File: config.mk
export PLATFORM = sky130hd
export DESIGN_NAME = xadc_drp_sampler
export DESIGN_NICKNAME = d
export VERILOG_FILES = /design/src/rtl/xadc_pkg.sv /design/src/rtl/sample_averager.sv /design/src/rtl/xadc_drp_sampler.sv
export SDC_FILE = /design/constraint.sdc
export NUM_CORES = 1
export LEC_CHECK = 0
export CAP_MARGIN = 20
export CORE_ASPECT_RATIO = 0.5
export CORE_UTILIZATION = 50
export DETAILED_ROUTE_END_ITERATION = 8
export DONT_BUFFER_PORTS = 1
export MAX_ROUTING_LAYER = met4
export PLACE_DENSITY = 0.69
export SETUP_SLACK_MARGIN = 0.5
export SLEW_MARGIN = 20
export SYNTH_ARGS = -nofsm -noshare
export SYNTH_HDL_FRONTEND = slang
export SYNTH_SLANG_ARGS = --single-unit
File: constraint.sdc
create_clock -name clk -period 4.9 [get_ports clk]
set_input_delay 0.245 -clock clk [delete_from_list [all_inputs] [get_ports clk]]
set_output_delay 0.245 -clock clk [all_outputs]
set_load 0.1 [all_outputs]
File: src/rtl/xadc_pkg.sv
// Shared definitions for the XADC DRP sampling path: FSM encoding,
// auxiliary-channel DRP addresses and the raw conversion width.
package xadc_pkg;

    typedef enum logic [1:0] {
        IDLE = 2'd0,
        REQ  = 2'd1,
        WAIT = 2'd2
    } drp_state_e;

    localparam logic [6:0] VAUX6  = 7'h16;
    localparam logic [6:0] VAUX7  = 7'h17;
    localparam logic [6:0] VAUX14 = 7'h1E;
    localparam logic [6:0] VAUX15 = 7'h1F;

    localparam int unsigned RAW_W = 12;

    // Sample counter needs at least one bit even when no averaging is done.
    function automatic int unsigned cnt_width(input int unsigned avg_log2);
        return (avg_log2 == 0) ? 1 : avg_log2;
    endfunction

endpackage

File: src/rtl/sample_averager.sv
// Accumulates 2^AVG_LOG2 raw conversions and emits their truncated mean
// with a one-cycle valid strobe; partial sums persist across idle periods.
module sample_averager
    import xadc_pkg::*;
#(
    parameter int unsigned AVG_LOG2 = 2
) (
    input  logic             clk,
    input  logic             rst_n,
    input  logic             raw_valid_i,
    input  logic [RAW_W-1:0] raw_i,
    output logic [RAW_W-1:0] sample_o,
    output logic             sample_valid_o
);

    localparam int unsigned      ACC_W    = RAW_W + AVG_LOG2;
    localparam int unsigned      CNT_W    = cnt_width(AVG_LOG2);
    localparam logic [CNT_W-1:0] CNT_LAST = CNT_W'((1 << AVG_LOG2) - 1);

    logic [ACC_W-1:0] acc_q, acc_d, sum;
    logic [CNT_W-1:0] cnt_q, cnt_d;
    logic [RAW_W-1:0] sample_q, sample_d;
    logic             valid_q, valid_d;

    always_comb begin
        sum      = acc_q + ACC_W'(raw_i);
        acc_d    = acc_q;
        cnt_d    = cnt_q;
        sample_d = sample_q;
        valid_d  = 1'b0;
        if (raw_valid_i) begin
            if (cnt_q == CNT_LAST) begin
                sample_d = RAW_W'(sum >> AVG_LOG2);
                valid_d  = 1'b1;
                acc_d    = '0;
                cnt_d    = '0;
            end else begin
                acc_d = sum;
                cnt_d = cnt_q + 1'b1;
            end
        end
    end

    always_ff @(posedge clk or negedge rst_n) begin
        if (!rst_n) begin
            acc_q    <= '0;
            cnt_q    <= '0;
            sample_q <= '0;
            valid_q  <= 1'b0;
        end else begin
            acc_q    <= acc_d;
            cnt_q    <= cnt_d;
            sample_q <= sample_d;
            valid_q  <= valid_d;
        end
    end

    assign sample_o       = sample_q;
    assign sample_valid_o = valid_q;

endmodule

File: src/rtl/xadc_drp_sampler.sv
// Issues one DRP read of a fixed XADC channel per end-of-conversion and
// hands the averaged result to the filter datapath.
module xadc_drp_sampler
    import xadc_pkg::*;
#(
    parameter logic [6:0]  CHANNEL_ADDR = VAUX14,
    parameter int unsigned AVG_LOG2     = 2,
    parameter int unsigned TIMEOUT      = 255
) (
    input  logic        clk,
    input  logic        rst_n,
    input  logic        eoc_in,
    input  logic        drdy_in,
    input  logic [15:0] do_in,
    output logic        den_out,
    output logic [6:0]  daddr_out,
    output logic        dwe_out,
    output logic [11:0] sample_out,
    output logic [7:0]  sample8_out,
    output logic        sample_valid,
    output logic        busy,
    output logic        overrun,
    output logic        timeout_err
);

    localparam logic [15:0] TMO_LAST = 16'(TIMEOUT - 1);

    drp_state_e  state_q;
    logic [15:0] timer_q;
    logic        den_q, busy_q, overrun_q, timeout_q;

    logic             raw_valid;
    logic [RAW_W-1:0] raw;
    logic             unused_lsbs;

    always_ff @(posedge clk or negedge rst_n) begin
        if (!rst_n) begin
            state_q   <= IDLE;
            timer_q   <= '0;
            den_q     <= 1'b0;
            busy_q    <= 1'b0;
            overrun_q <= 1'b0;
            timeout_q <= 1'b0;
        end else begin
            den_q     <= 1'b0;
            overrun_q <= 1'b0;
            timeout_q <= 1'b0;
            unique case (state_q)
                IDLE: begin
                    if (eoc_in) begin
                        state_q <= REQ;
                        den_q   <= 1'b1;
                        busy_q  <= 1'b1;
                    end
                end
                REQ: begin
                    timer_q   <= '0;
                    state_q   <= WAIT;
                    overrun_q <= eoc_in;
                end
                WAIT: begin
                    overrun_q <= eoc_in;
                    // drdy takes priority over a timer expiring on the same edge
                    if (drdy_in) begin
                        state_q <= IDLE;
                        busy_q  <= 1'b0;
                    end else if (timer_q == TMO_LAST) begin
                        state_q   <= IDLE;
                        busy_q    <= 1'b0;
                        timeout_q <= 1'b1;
                    end else begin
                        timer_q <= timer_q + 16'd1;
                    end
                end
                default: begin
                    state_q <= IDLE;
                    busy_q  <= 1'b0;
                end
            endcase
        end
    end

    assign raw_valid   = (state_q == WAIT) && drdy_in;
    assign raw         = do_in[15:4];
    assign unused_lsbs = ^do_in[3:0];

    sample_averager #(
        .AVG_LOG2(AVG_LOG2)
    ) u_averager (
        .clk           (clk),
        .rst_n         (rst_n),
        .raw_valid_i   (raw_valid),
        .raw_i         (raw),
        .sample_o      (sample_out),
        .sample_valid_o(sample_valid)
    );

    assign sample8_out = sample_out[11:4];
    assign den_out     = den_q;
    assign daddr_out   = CHANNEL_ADDR;
    assign dwe_out     = 1'b0;
    assign busy        = busy_q;
    assign overrun     = overrun_q;
    assign timeout_err = timeout_q;

endmodule

==> results of run 1 <==
## layout by cell type, fill, tap and decap left out, drive strengths merged, types with 2 or more instances in the layout
master / instances
a22o: 7
dfrtp: 51
inv: 14
o21a: 2
o31ai: 2
o21ai: 19
a31oi: 2
xor2: 11
a21o: 3
mux2: 7
xnor2: 11
and4: 2
nor2b: 4
a21oi: 13
nor3: 4
ha: 18
nand2b: 3
and2: 6
conb: 8
nand3: 14
and3: 6
nand2: 26
clkbuf: 7
nor2: 23
nand4: 5
## flip-flops by register name (all words and copies together), names as in the netlist
name / flops
busy: 1
den_out: 1
overrun: 1
state_q: 2
timeout_err: 1
timer_q: 16
u_averager.acc_q: 14
u_averager.cnt_q: 2
u_averager.sample_o: 12
u_averager.sample_valid_o: 1
## through the flow
| step | util | setup WS [ns] | total power [mW] | std cells | hold slack, ns |
|---|---|---|---|---|---|
| 5_1_grt | 0.5540 | 2.515 | 2.222 | 361 | 0.08007 |
| 3_3_place_gp | 0.5197 | 2.729 | 1.704 | 351 | -0.04976 |
| 2_1_floorplan | - | 2.871 | 1.636 | 300 | -0.05059 |
| 6_report | 0.5540 | 2.693 | 2.087 | 361 | 0.08582 |
| 4_1_cts | 0.5540 | 2.690 | 2.101 | 361 | 0.08560 |
| 3_5_place_dp | 0.5197 | 2.709 | 1.731 | 351 | -0.04982 |
## worst reg2reg max path: cells and delay by family (launching register included)
kind	cells	cell delay (ns)
and+or+nand+nor	2	1.16
buffers and inverters	1	0.09
adders and majority gates	1	0.22
DFF	1	0.40
AOI/OAI and AO/OA	1	0.26
## worst paths after layout
path	to	slack (ns)	cells past startpoint
max in group asynchronous	u_averager.sample_o[6]$_DFFE_PN0P_	4.16	2
hold / removal	overrun$_DFF_PN0_	0.09	1
min in group asynchronous	u_averager.sample_o[2]$_DFFE_PN0P_	0.48	2
setup reg to reg	u_averager.acc_q[7]$_DFFE_PN0P_	2.69	5
hold reg to reg	u_averager.acc_q[11]$_DFFE_PN0P_	0.49	2
setup / recovery	u_averager.acc_q[7]$_DFFE_PN0P_	2.69	5
## report_power, final
part | internal [mW] | switching (mW)
Combinational | 0.278 | 0.375
Sequential | 0.527 | 0.553
Clock | 0.204 | 0.150
Total | 1.01 | 1.08
## cells by family after synthesis
| family | synth area share |
|---|---|
| compound gates | 0.1392 |
| xor+xnor | 0.06678 |
| fa+ha+maj | 0.08500 |
| buf+inv | 0.06765 |
| flops | 0.4423 |
| mux | 0.03079 |
| other cells | 0.002603 |
| simple gates | 0.1657 |
## per-layer routing
| layer | GRT usage | up-vias | share of wire |
|---|---|---|---|
| met5 | - | - | 0 |
| met4 | 0.05143 | 0 | 0.0099 |
| met3 | 0.05972 | 8 | 0.044 |
| met2 | 0.3270 | 34 | 0.47 |
| met1 | 0.2617 | 1009 | 0.47 |
| li1 | - | 987 | - |
## final cells by class
| type | count | area, um^2 | share of cell area |
|---|---|---|---|
| sequential | 51 | 1286 | 0.4210 |
| multi-input combinational | 213 | 1436 | 0.4701 |
| inverter | 14 | 52.55 | 0.01720 |
| timing repair buffer | 2 | 37.54 | 0.01229 |
| tap | 73 | 91.34 | 0.02989 |
| clock buffer | 7 | 142.6 | 0.04668 |
| clock inverter | 1 | 8.758 | 0.002867 |
## repair_timing
item | CTS | global route
hold buffers | 2 | 0
endpoints found under the setup margin | 0 | 0
endpoints found under the hold margin | 51 | 0
==> flow_metrics.py, run 1 <==
metrics = {
    "clock_network": {
        "postCtsSetupBuffers": 0,
        "cts_tree": "done",
        "h-tree-depth": 2,
        "cts_buffers": 5,
        "cts_buffer_depth": 2,
        "root_buffer": "clkbuf_16",
        "cts-resized-gates": 0,
        "clock-sinks": 51,
        "clkLatencyLatePin_ns": 0.29,
        "clk_pin_slew_ns": 0.07,
    },
    "logic_synthesis": {
        "yosysTopAreaCell": "dfrtp_1",
        "yosys.cell_count.top_type": "dfrtp_1",
        "ys.flop_type": "dfrtp_1",
        "synth_area_leaders": "dfrtp_1, ha_1, buf_4, nand2_1, xnor2_1",
        "synth_area_um2": 2885,
        "syn_avg_cell_area_um2": 9.814,
        "ys_top_cells_by_count": "dfrtp_1, nand2_1, nor2_1",
        "yosysTopAreaCellShare": 0.4423,
        "ys_types": 49,
        "syn_inst": 294,
        "async_flop_share": 1.000,
        "ys_ff_latch": 51,
        "yosys_warnings": 0,
        "synth-edff-count": 0,
        "seq_area_frac_synth": 0.4423,
    },
    "sta": {
        "hold_viol_final": 0,
        "relSlewSlack": 0.3628,
        "min_period_over_period": 0.4505,
        "fin_tns_setup_ns": 0,
        "tightest_slew_ns": 0.9557,
        "fmax_mhz": 453.0,
        "rsz0062_at_grt": "no",
        "clock_skew_ns": 0.006798,
        "setup_violations": 0,
        "period_needed_ns": 2.207,
        "finalMaxSlewViolations": 0,
    },
    "place": {
        "portBuffers": 0,
        "placed_area_um2": 2867,
        "gp_routability_congestion": 0.8249,
        "hpwlAfterDp_um": 3847,
    },
    "critical_path": {
        "crit_family": "simple AND/OR/NAND/NOR gates",
        "crit_type": "reg -> reg",
        "arrival_ns": 2.43,
        "crit_path_start": "state_q[0]$_DFFE_PN0P_",
        "cp_slowest_cell": "nor2_1",
        "slowest_delay_ns": 0.70,
        "worstPathRequired_ns": 5.12,
        "worstPathMaxFanout": 22,
        "cp_cell_sequence": "inv_1, ha_1, nand2_1, nor2_1, a32o_1",
        "path_buf_inv": 1,
        "setup.worst_path.end_class": "flip-flop",
        "r2r-start": "state_q[0]$_DFFE_PN0P_",
        "cp-start-kind": "flip-flop",
    },
    "die": {
        "start_util": 0.5231,
        "die_h_um": 55.72,
        "dieWidth_um": 109.4,
        "die_area_um2": 6097,
        "ios": 53,
        "placementRows": 19,
        "core_um2": 5515,
    },
    "flow_run": {
        "max-cap-violations": 0,
    },
    "global_route": {
        "antenna_found_initial": 0,
        "grt_usage": 0.2064,
        "grt-ovfl-total": 0,
        "grt_max_degree": 52,
        "grt_pass1_vias": 2003,
        "grt_pass1_wl_um": 9294,
    },
    "power_and_ir_drop": {
        "pwr_density_cell_nw_per_um2": 683.1,
        "peakVddDrop_mv": 0.3565,
        "total_leakage_power_nw": 1.437,
    },
    "final_layout": {
        "area_delta_synth_final_pct": 5.898,
        "fin_area_um2": 3055,
        "nets": 326,
        "fillerInstances": 488,
        "drive_gt1_frac": 0.1146,
        "antenna_cells": 0,
    },
    "min_path": {
        "hold_path_class": "in -> reg",
        "min_from": "eoc_in",
    },
    "detailed_routing": {
        "vias": 2038,
        "ant_nets": 0,
        "drt_iter0_markers": 81,
        "dr.pass1.iters": 4,
        "wl_per_cell_um": 14.88,
        "routed_wl_um": 5373,
        "drc": 0,
        "vias_per_cell": 5.645,
    },
    "outcome": {
        "status": "finished clean",
    },
}
(Power assumes the default switching activity.)
==> run 2: changes to the inputs <==
ABC_AREA = 1   (was unset)
PLACE_DENSITY = 0.72   (was 0.69)
clock period = 1.99 ns   (was 4.9 ns; I/O delays follow)
==> run 2 against run 1 <==
Compared with the run above: critical path depth is 5 higher; synthesized cell count up 58%; final cell count is 67% higher; design area increased by 51%; total power rose to 3.5 times the previous value; via count is 59% higher; routed wire length rose by 76%.
==> flow_metrics.py, run 2 <==
metrics = {
    "logic_synthesis": {
        "ys.flop_type": "dfrtp_1",
        "ys_top_cells_by_count": "nand2_1, inv_1, dfrtp_1",
        "ys_types": 34,
        "yosysTopAreaCell": "dfrtp_1",
        "ys_ff_latch": 51,
        "syn_inst": 464,
        "synth_top_family_by_area": "simple AND/OR/NAND/NOR gates",
        "yosys.cell_count.top_type": "nand2_1",
        "yosys_warnings": 0,
        "seq_area_frac_synth": 0.3716,
        "yosys.area_share.simple": 0.3377,
        "synth-edff-count": 0,
        "synth_area_um2": 3435,
        "syn_avg_cell_area_um2": 7.402,
        "yosysTopAreaCellShare": 0.3716,
        "async_flop_share": 1.000,
        "synth_area_leaders": "dfrtp_1, nand2_1, ha_1, inv_1, nand3_1",
        "synth_xor_area_frac": 0.02550,
        "muxShareOfSynthArea": 0,
        "synth_compound_area_frac": 0.06557,
        "synthAdderAreaFrac": 0.07140,
    },
    "clock_network": {
        "root_buffer": "clkbuf_16",
        "clk_pin_slew_ns": 0.07,
        "h-tree-depth": 2,
        "cts_buffer_depth": 2,
        "clkLatencyLatePin_ns": 0.30,
        "clock-sinks": 51,
        "cts_tree": "done",
        "cts_buffers": 5,
    },
    "sta": {
        "finalMaxSlewViolations": 0,
        "rsz0062_at_grt": "yes",
        "tightest_slew_ns": 0.5492,
        "min_period_over_period": 0.9277,
        "fmax_mhz": 541.7,
        "relSlewSlack": 0.6369,
        "setup_violations": 0,
        "fin_tns_setup_ns": 0,
        "period_needed_ns": 1.846,
        "timing.final.ws_setup_ns": 0.1438,
        "hold_viol_final": 0,
        "clock_skew_ns": 0.008040,
    },
    "detailed_routing": {
        "vias": 3237,
        "drc": 0,
        "ant_nets": 0,
        "routed_wl_um": 9449,
        "vias_per_cell": 5.377,
        "wl_per_cell_um": 15.70,
        "dr.pass1.iters": 5,
        "drt_iter0_markers": 269,
    },
    "place": {
        "portBuffers": 0,
        "place_worst_setup_slack_ns": 0.2233,
        "gp_routability_congestion": 0.9310,
        "hpwlAfterDp_um": 5197,
    },
    "critical_path": {
        "slowest_delay_ns": 0.38,
        "worstRegToRegCells": 10,
        "r2r_setup_slack_ns": 0.14,
        "worstPathRequired_ns": 2.22,
        "cp-start-kind": "flip-flop",
        "crit_type": "reg -> reg",
        "r2r-start": "u_averager.acc_q[0]$_DFFE_PN0P_",
        "r2r-end": "u_averager.sample_o[6]$_DFFE_PN0P_",
        "worstPathMaxFanout": 3,
        "critPathCapture": "u_averager.sample_o[6]$_DFFE_PN0P_",
        "setup.worst_path.end_class": "flip-flop",
        "crit_path_start": "u_averager.acc_q[0]$_DFFE_PN0P_",
        "cp_slowest_cell": "fa_2",
        "arrival_ns": 2.07,
        "cp_cell_sequence": "ha_2, inv_2, fa_2, nor2_4, nor2_4, nor2_1, nor2_1, nand2_1, nand3_1, nand2_1",
    },
    "global_route": {
        "grt_max_degree": 52,
        "grt_usage": 0.2344,
        "grt-ovfl-total": 0,
        "grt_pass1_vias": 2780,
        "grt_pass1_wl_um": 12660,
        "antenna_found_initial": 0,
    },
    "die": {
        "ios": 53,
        "die_area_um2": 7225,
        "start_util": 0.5425,
        "core_um2": 6331,
        "placementRows": 20,
        "dieWidth_um": 119.2,
        "die_h_um": 60.61,
    },
    "min_path": {
        "hold_path_class": "in -> reg",
    },
    "final_layout": {
        "area_delta_synth_final_pct": 34.24,
        "nets": 552,
        "antenna_cells": 0,
        "top_register": "timer_q",
        "fillerInstances": 427,
        "final_common_cell": "nand2_1",
        "largest_reg_flops": 16,
        "drive_gt1_frac": 0.3949,
        "final_cell_mix": "nand2_1, inv_1, buf_4",
    },
    "power_and_ir_drop": {
        "peakVddDrop_mv": 0.6831,
        "total_leakage_power_nw": 2.227,
        "pwr_density_cell_nw_per_um2": 1571,
    },
    "flow_run": {
        "max-cap-violations": 0,
    },
    "outcome": {
        "status": "finished clean",
    },
}
run 2: cell types whose count changed in the layout (fill, tap and decap cells not counted), sizes merged, moves of 6 or more:
cell   previous run  this run
and2              6         0
nor2             23        37
mux2              7         0
nand3            14        39
xnor2            11         3
nand2            26       167
buf               1        52
inv              14        62
a21oi            13         5
and3              6         0
run 2: worst max-delay path, delay by kind of cell, from the launching register on:
kind          cells  cell delay (ns)
fa+ha+maj         2             0.59
buf+inv           1             0.04
flops             1             0.35
simple gates      7             0.79
run 2: kinds of logic after synthesis:
| family | after synthesis |
|---|---|
| AOI/OAI and AO/OA | 34 |
| and+or+nand+nor | 262 |
| buffers and inverters | 86 |
| xor gates and xnor gates | 10 |
| other | 2 |
| adders and majority gates | 19 |
| DFF | 51 |
run 2: power breakdown:
part / internal (mW) / total [mW] / switching, mW
Sequential: 1.33 / 1.58 / 0.245
Clock: 0.537 / 0.926 / 0.389
Combinational: 1.53 / 4.74 / 3.22
Total: 3.39 / 7.24 / 3.85
run 2: worst min path at each step:
| stage | from | to | slack [ns] | cells after the start |
|---|---|---|---|---|
| after floorplan | rst_n | busy$_DFFE_PN0P_ | -0.20 | 0 |
| after global placement | rst_n | state_q[1]$_DFFE_PN0P_ | -0.19 | 0 |
| after detailed placement | rst_n | state_q[0]$_DFFE_PN0P_ | -0.19 | 0 |
| after CTS | drdy_in | u_averager.acc_q[9]$_DFFE_PN0P_ | 0.06 | 3 |
| after global routing | drdy_in | u_averager.acc_q[9]$_DFFE_PN0P_ | 0.06 | 3 |
| final | drdy_in | u_averager.acc_q[9]$_DFFE_PN0P_ | 0.06 | 3 |
run 2: timing repair:
action | 4_1_cts | 5_1_grt
buffers inserted | 14 | 16
resized for setup | 46 | 82
pin swaps | 23 | 39
hold buffers | 4 | 0
hold endpoints to repair | 54 | 0
gates cloned | 1 | 3
setup endpoints to repair | 38 | 41
run 2: area by class of cell:
cell class                      instances  area (um^2)  area share
Clock buffer                            8        156.4     0.03392
Inverter                               63        265.3     0.05753
Multi-Input combinational cell        334         2278      0.4942
Sequential cell                        51         1289      0.2795
Tap cell                               88        110.1     0.02388
Timing Repair Buffer                   55        467.9      0.1015
Timing Repair inverter                  3        43.79    0.009498
run 2: per-layer routing:
metal,global-route usage,part of all wire,vias to the layer above
li1,-,-,1527
met1,0.2961,0.42,1536
met2,0.3945,0.49,142
met3,0.04699,0.060,32
met4,0.05787,0.029,0
met5,-,0,-
run 2: per-stage QoR:
step	cell area (um^2)	total power, mW	instances	util	hold slack (ns)
floorplan	3480	4.411	470	-	-0.1961
global placement	3571	4.746	556	0.5640	-0.1943
detailed placement	3571	4.775	556	0.5640	-0.1942
CTS	4153	6.300	583	0.6559	0.06320
global route	4611	7.588	602	0.7283	0.06493
finish	4611	7.245	602	0.7283	0.06407
==> run 3: changes to the inputs <==
SETUP_SLACK_MARGIN = 0.1   (was 0.5)
==> run 3 against run 2 <==
Compared with the run above: hold slack got worse by 0.0067 ns; via count decreased by 15%; highest routed layer unchanged; first-iteration DRC count decreased by 36%; critical path depth decreased by 2; total power decreased by 20%; design area decreased by 18%; clock skew decreased by 0.00082 ns; non-clock buffer count decreased by 30; combinational power decreased by 32%; flip-flop and latch count unchanged.
==> flow_metrics.py, run 3 (synthesis gave the netlist of run 2 again) <==
metrics = {
    "critical_path": {
        "setup.worst_path.end_class": "flip-flop",
        "crit_type": "reg -> reg",
        "worstPathRequired_ns": 2.17,
        "worstPathMaxFanout": 5,
        "cp-start-kind": "flip-flop",
        "arrival_ns": 1.95,
    },
    "die": {
        "dieWidth_um": 119.2,
        "die_area_um2": 7225,
        "start_util": 0.5425,
        "ios": 53,
        "die_h_um": 60.61,
        "core_um2": 6331,
        "placementRows": 20,
    },
    "final_layout": {
        "antenna_cells": 0,
        "nets": 518,
        "drive_gt1_frac": 0.1604,
        "final_cells": 568,
        "fin_area_um2": 3796,
        "largest_reg_flops": 16,
        "top_register": "timer_q",
        "final_cell_mix": "nand2_1, inv_1, dfrtp_1",
        "final_common_cell": "nand2_1",
        "area_delta_synth_final_pct": 10.53,
    },
    "power_and_ir_drop": {
        "pwr_density_cell_nw_per_um2": 1524,
        "peakVddDrop_mv": 0.7726,
        "total_leakage_power_nw": 1.940,
    },
    "detailed_routing": {
        "drt_iter0_markers": 172,
        "ant_nets": 0,
        "vias_per_cell": 4.820,
        "vias": 2738,
        "dr.pass1.iters": 5,
        "routed_wl_um": 6836,
        "wl_per_cell_um": 12.04,
        "drc": 0,
    },
    "clock_network": {
        "cts_buffers": 5,
        "postCtsSetupBuffers": 0,
        "clk_pin_slew_ns": 0.07,
        "h-tree-depth": 2,
        "cts_tree": "done",
        "cts_buffer_depth": 2,
        "root_buffer": "clkbuf_16",
        "clkLatencyLatePin_ns": 0.30,
        "clock-sinks": 51,
    },
    "sta": {
        "relSlewSlack": 0.6399,
        "setup_violations": 0,
        "holdWs_ns": 0.05741,
        "hold_viol_final": 0,
        "fin_tns_setup_ns": 0,
        "period_needed_ns": 1.769,
        "finalMaxSlewViolations": 0,
        "clock_skew_ns": 0.007224,
        "timing.final.ws_setup_ns": 0.2209,
        "tightest_slew_ns": 0.5401,
        "min_period_over_period": 0.8890,
        "fmax_mhz": 565.3,
        "rsz0062_at_grt": "yes",
    },
    "global_route": {
        "grt_pass1_wl_um": 11470,
        "grt-ovfl-total": 0,
        "antenna_found_initial": 0,
        "grt_max_degree": 52,
        "grt_usage": 0.2164,
        "grt_pass1_vias": 2471,
    },
    "place": {
        "hpwlAfterDp_um": 5151,
        "gp_routability_congestion": 0.9344,
        "place_worst_setup_slack_ns": 0.1700,
        "portBuffers": 0,
        "placed_area_um2": 3563,
        "dp_cells": 556,
    },
    "outcome": {
        "status": "finished clean",
    },
    "min_path": {
        "hold_path_class": "in -> reg",
    },
    "flow_run": {
        "max-cap-violations": 0,
    },
}
## run 3: per-stage QoR
step | utilization | power [mW]
detailed placement | 0.5628 | 4.771
finish | 0.5996 | 5.784
floorplan | - | 4.382
global route | 0.5996 | 6.196
global placement | 0.5628 | 4.735
CTS | 0.5976 | 5.797
## run 3: layer usage
layer	vias up	global-route usage	part of all wire
met5	-	-	0
met4	0	0.05425	0.0060
met3	5	0.06767	0.049
met2	50	0.3372	0.45
met1	1219	0.2770	0.50
li1	1464	-	-
## run 3: worst max-delay path, cell delays in order, from the launching register on
cell	delay [ns]
dfrtp_1	0.38
ha_1	0.35
or2_2	0.32
nand3_1	0.08
nand2_1	0.10
nand2_1	0.10
nand3b_1	0.10
nand3_1	0.16
nand2_1	0.07
## run 3: final cells by class
cell class | count | area, um^2
fillers | 578 | 2535
multi-input cells | 333 | 1760
flip-flops and latches | 51 | 1286
inverters | 63 | 249.0
repair buffers | 25 | 227.7
clock buffers | 7 | 132.6
well taps | 88 | 110.1
clock inverters | 1 | 30.03
## run 3: final timing paths
| check | to | cells after the start | slack [ns] | from |
|---|---|---|---|---|
| max in group asynchronous | u_averager.sample_o[5]$_DFFE_PN0P_ | 2 | 1.44 | rst_n |
| hold / removal | timer_q[0]$_DFFE_PN0P_ | 3 | 0.06 | drdy_in |
| min in group asynchronous | timer_q[11]$_DFFE_PN0P_ | 2 | 0.30 | rst_n |
| setup reg to reg | u_averager.sample_o[7]$_DFFE_PN0P_ | 8 | 0.22 | u_averager.acc_q[2]$_DFFE_PN0P_ |
| setup / recovery | u_averager.sample_o[7]$_DFFE_PN0P_ | 8 | 0.22 | u_averager.acc_q[2]$_DFFE_PN0P_ |
| hold reg to reg | u_averager.acc_q[10]$_DFFE_PN0P_ | 2 | 0.49 | u_averager.acc_q[10]$_DFFE_PN0P_ |
## run 3: report_power, final
part / internal [mW] / leakage [nW] / switching [mW]
clock: 0.595 / 0.0781 / 0.387
sequential: 1.33 / 0.666 / 0.238
combinational: 0.815 / 1.20 / 2.42
total: 2.74 / 1.94 / 3.04
## run 3: repair_timing
item,4_1_cts,5_1_grt
setup endpoints to repair,0,8
gates resized for setup,0,4
hold buffers,4,0
hold endpoints to repair,54,0
